[src/rtl/lift_controller.sv]
// Two-floor lift controller: sequences the car between ground and top
// landings, with emergency and maintenance overrides. Outputs are a Moore
// decode of the state register.
module lift_controller (
  input  logic       clk,
  input  logic       reset,
  input  logic       up_button,
  input  logic       down_button,
  input  logic       doors_closed,
  input  logic       top_floor,
  input  logic       ground_floor,
  input  logic       emergency,
  input  logic       maintenance,
  output logic [3:0] state,
  output logic       motor_on,
  output logic       motor_direction,
  output logic       fan_on
);

  typedef enum logic [3:0] {
    GROUND        = 4'd0,
    STARTING_UP   = 4'd1,
    GOING_UP      = 4'd2,
    TOP           = 4'd3,
    STARTING_DOWN = 4'd4,
    GOING_DOWN    = 4'd5,
    EMERGENCY     = 4'd6,
    MAINTENANCE   = 4'd7
  } state_t;

  state_t cur_state;
  state_t next_state;
  logic   next_motor_on;
  logic   next_motor_direction;
  logic   next_fan_on;

  // Next-state selection: emergency beats maintenance beats normal travel.
  always_comb begin
    next_state = cur_state;
    if (emergency) begin
      next_state = EMERGENCY;
    end else if (maintenance) begin
      next_state = MAINTENANCE;
    end else begin
      unique case (cur_state)
        GROUND:        if (up_button && !top_floor)      next_state = STARTING_UP;
        STARTING_UP:   if (doors_closed)                 next_state = GOING_UP;
        GOING_UP:      if (top_floor)                    next_state = TOP;
        TOP:           if (down_button && !ground_floor) next_state = STARTING_DOWN;
        STARTING_DOWN: if (doors_closed)                 next_state = GOING_DOWN;
        GOING_DOWN:    if (ground_floor)                 next_state = GROUND;
        EMERGENCY, MAINTENANCE: begin
          // Override released: park where the car is, otherwise head down.
          if (ground_floor)   next_state = GROUND;
          else if (top_floor) next_state = TOP;
          else                next_state = STARTING_DOWN;
        end
        default:                                         next_state = GROUND;
      endcase
    end
  end

  // Output decode of the state about to be loaded, so the registered
  // outputs line up with the state register in the same cycle.
  always_comb begin
    next_motor_on        = 1'b0;
    next_motor_direction = 1'b0;
    next_fan_on          = 1'b0;
    unique case (next_state)
      STARTING_UP: begin
        next_motor_direction = 1'b1;
        next_fan_on          = 1'b1;
      end
      GOING_UP: begin
        next_motor_on        = 1'b1;
        next_motor_direction = 1'b1;
        next_fan_on          = 1'b1;
      end
      STARTING_DOWN: next_fan_on = 1'b1;
      GOING_DOWN: begin
        next_motor_on = 1'b1;
        next_fan_on   = 1'b1;
      end
      EMERGENCY:     next_fan_on = 1'b1;
      default: begin
        next_motor_on        = 1'b0;
        next_motor_direction = 1'b0;
        next_fan_on          = 1'b0;
      end
    endcase
  end

  // State and output registers; reset parks the car at GROUND, motor off.
  always_ff @(posedge clk) begin
    if (reset) begin
      cur_state       <= GROUND;
      motor_on        <= 1'b0;
      motor_direction <= 1'b0;
      fan_on          <= 1'b0;
    end else begin
      cur_state       <= next_state;
      motor_on        <= next_motor_on;
      motor_direction <= next_motor_direction;
      fan_on          <= next_fan_on;
    end
  end

  assign state = cur_state;

endmodule

[config.mk]
export PLATFORM = sky130hd
export DESIGN_NAME = lift_controller
export DESIGN_NICKNAME = d
export VERILOG_FILES = /design/src/rtl/lift_controller.sv
export SDC_FILE = /design/constraint.sdc
export NUM_CORES = 1
export LEC_CHECK = 0
export ABC_CLOCK_PERIOD_IN_PS = 1940
export CAP_MARGIN = 10
export CELL_PAD_IN_SITES_DETAIL_PLACEMENT = 0
export CELL_PAD_IN_SITES_GLOBAL_PLACEMENT = 1
export CORE_MARGIN = 1
export CORE_UTILIZATION = 28
export CTS_CLUSTER_DIAMETER = 30
export CTS_CLUSTER_SIZE = 8
export DETAILED_ROUTE_END_ITERATION = 16
export PLACE_DENSITY = 0.82
export SYNTH_ARGS = -nofsm -noshare
export SYNTH_HDL_FRONTEND = slang
export SYNTH_SLANG_ARGS = --single-unit
[constraint.sdc]
create_clock -name clk -period 1.94 [get_ports clk]
set_input_delay 0.388 -clock clk [delete_from_list [all_inputs] [get_ports clk]]
set_output_delay 0.388 -clock clk [all_outputs]
set_load 0.01 [all_outputs]
==> run_results.csv <==
group,metric,value,unit
status,status,"complete, no violations",
floorplan,dieArea,1590,um^2
setup_path,critical_path_arrival,1.96,ns
clock_tree,ctsResizeCount,0,
timing,hold_ws,0.739,ns
clock_tree,clk_pin_slew,0.05,ns
clock_tree,cts_tree,"done",
setup_path,crit_chain,"clkdlybuf4s50_1 -> and4bb_1 -> a32oi_1 -> and4_1 -> nand4b_1 -> o311a_1",
global_routing,grt_pass1_vias,323,
power_and_ir_drop,power.density,612,nW/um^2
clock_tree,cts_root_buf,"clkbuf_4",
drt,detail-route-antenna-nets,0,
drt,wl_per_cell,11.0,um
timing,post-route-period-util,93.8,%
final_layout,final_common_cell,"clkdlybuf4s50_1",
timing,setup_slack,0.120,ns
synth,synth_top_area_share,34.9,%
timing,rsz0062_at_grt,"false",
global_routing,grt-ovfl-total,0,
synth,synth_top_family_by_area,"simple AND/OR/NAND/NOR gates",
setup_path,cpPeakStageDelay,0.52,ns
power_and_ir_drop,seqPwrFrac,42.9,%
synth,synthCells,46,
place,post_dp_cell_area,606,um^2
setup_path,cp_max_fo,6,
clock_tree,ctsHtreeMaxLevel,1,
hold_path,min_path_type,"reg2reg",
drt,viasPerCell,5.17,
final_layout,finalInstanceArea,632,um^2
synth,synth_cell_types,31,
synth,ys_warn_count,0,
timing,finalHoldViolations,0,
drt,first_iter_violations,4,
place,dp_slack,-0.141,ns
final_layout,nets,79,
synth,syn_nets,55,
place,dp_cells,80,
synth,synthXorXnorAreaFrac,2.18,%
power_and_ir_drop,p_int,0.289,mW
final_layout,layout-drive-gt1-share,18.8,%
place,place_hpwl,726,um
floorplan,start_util,30.5,%
setup_path,cp-end-kind,"flop",
global_routing,grt_max_degree,12,
setup_path,required,2.08,ns
final_layout,fillers,136,
synth,ys_top_cells_by_area,"dfxtp_1, nand3_1, nor3_1",
timing,slew_viol_final,0,
drt,post-route-drc-count,0,
drt,first_pass_iters,4,
final_layout,final_cell_mix,"clkdlybuf4s50_1, dfxtp_1, buf_4, nor2_1",
synth,synth_compound_area_share,12.1,%
power_and_ir_drop,power.share.clock,33.5,%
floorplan,rows,13,
clock_tree,clock_path_buffers,2,
drt,routed-via-count,434,
setup_path,startpoint_type,"primary input",
drt,wirelength,920,um
floorplan,core_area,1320,um^2
synth,seq_area_frac_synth,34.9,%
synth,synth-simple-area-share,43.9,%
global_routing,grt_pass1_wl,1.40,mm
timing,fin_crit,1.82,ns
setup_path,cp_num_buf_inv,1,
clock_tree,post-cts-setup-buffer-count,0,
synth,synthAdderAreaFrac,0,%
power_and_ir_drop,pwr-share-comb,23.6,%
power_and_ir_drop,max-vdd-ir-drop,0.306,mV
floorplan,chipHeight,39.9,um
synth,synth-seq-cells,7,
synth,syn_area_per_cell,8.73,um^2
floorplan,die_width,39.9,um
power_and_ir_drop,switchingPower,0.0980,mW
clock_tree,clock_latency,0.25,ns
timing,finClkSkew,0.00155,ns
setup_path,cp_slowest_cell,"clkdlybuf4s50_1",
clock_tree,cts_sinks,7,
floorplan,io-pin-count,16,
setup_path,path_delay_family,"simple AND/OR/NAND/NOR gates",
final_layout,antenna_cells,0,
clock_tree,numCtsBuffers,3,
synth,synthMuxAreaShare,2.49,%
synth,post-synth-top-area-cell,"dfxtp_1",
global_routing,grt_use_total,13.0,%
place,portBuffers,15,
final_layout,area_growth,57.3,%
timing,clock.fmax,549,MHz
global_routing,antenna_found_initial,0,
setup_path,worst-setup-path-type,"in2reg",
power_and_ir_drop,swShare,25.3,%
power_and_ir_drop,leakage,0.256,nW
final_layout,stdcell_count,84,
synth,syn-cell-area,402,um^2
flow_run,max_cap_violations,0,
clock_tree,postCtsHoldBufs,0,
timing,setup_viol,0,
place,place_congestion,0.790,
==> kinds of logic after synthesis <==
family	after synthesis
mux	1
simple gates	26
other cells	1
buf+inv	3
compound gates	7
xor+xnor	1
flops	7
==> final timing paths <==
check | start | endpoint | slack (ns) | depth (start not counted)
setup / recovery | ground_floor | fan_on | 0.12 | 6
hold / removal | state[0] | state[2] | 0.74 | 3
setup reg to reg | state[3] | fan_on | 0.27 | 5
hold reg to reg | state[0] | state[2] | 0.74 | 3
==> cell type report <==
type	instances	area, um^2	area share (%)
multi-input cells	36	248	39.2
repair buffers	21	195	30.9
flip-flops and latches	7	140	22.2
clock buffers	4	26.3	4.16
well taps	15	18.8	2.97
inverters	1	3.75	0.594
==> state kept, by name (all words and copies together) (netlist names) <==
signal and count:
state 4, fan_on 1, motor_on 1, motor_direction 1
==> metal layers <==
metal	GRT usage [%]	share of wire (%)	vias to the layer above
met5	0	0	-
met4	0	0	0
met3	6.82	6.7	0
met2	16.9	44	14
met1	19.3	49	200
li1	-	-	220
==> synth_stat cells <==
library cell,count
or3_1,1
nor3b_1,1
mux2i_1,1
nand4b_1,1
and4bb_1,1
and2_1,1
buf_2,2
nor3_1,3
nand2_1,1
nand3b_1,2
a32oi_1,1
conb_1,1
nor3b_2,1
and4_1,1
a21oi_1,1
and2b_1,1
or4_4,1
nand3_1,3
o21ai_1,1
nor4b_1,1
a21oi_2,1
xor2_1,1
dfxtp_1,7
o21ai_0,1
inv_1,1
nor2_1,4
and3_1,1
a31oi_1,1
nand3_2,1
o311a_1,1
nand2b_1,1
==> metrics by stage <==
step	power, mW	setup TNS, ns	utilization, %
6_report	0.387	0	48.0
5_1_grt	0.409	0	48.0
4_1_cts	0.393	0	48.0
3_5_place_dp	0.259	-0.361	46.0
3_3_place_gp	0.259	-0.308	46.0
2_1_floorplan	0.206	0	-
==> tightest hold or removal path, delay by kind of cell (launching register included) <==
| family | cells | cell delay, ns |
|---|---|---|
| compound gates | 1 | 0.08 |
| simple gates | 1 | 0.12 |
| flops | 1 | 0.37 |
| buf+inv | 1 | 0.12 |
==> power groups by stage <==
stage / logic, mW / clock network [mW] / registers, mW
2_1_floorplan: 0.0377 / 0 / 0.168
3_3_place_gp: 0.0910 / 0 / 0.168
3_5_place_dp: 0.0912 / 0 / 0.168
4_1_cts: 0.0919 / 0.136 / 0.166
5_1_grt: 0.100 / 0.141 / 0.168
6_report: 0.0913 / 0.130 / 0.166
Power figures use the tool's default switching activity.
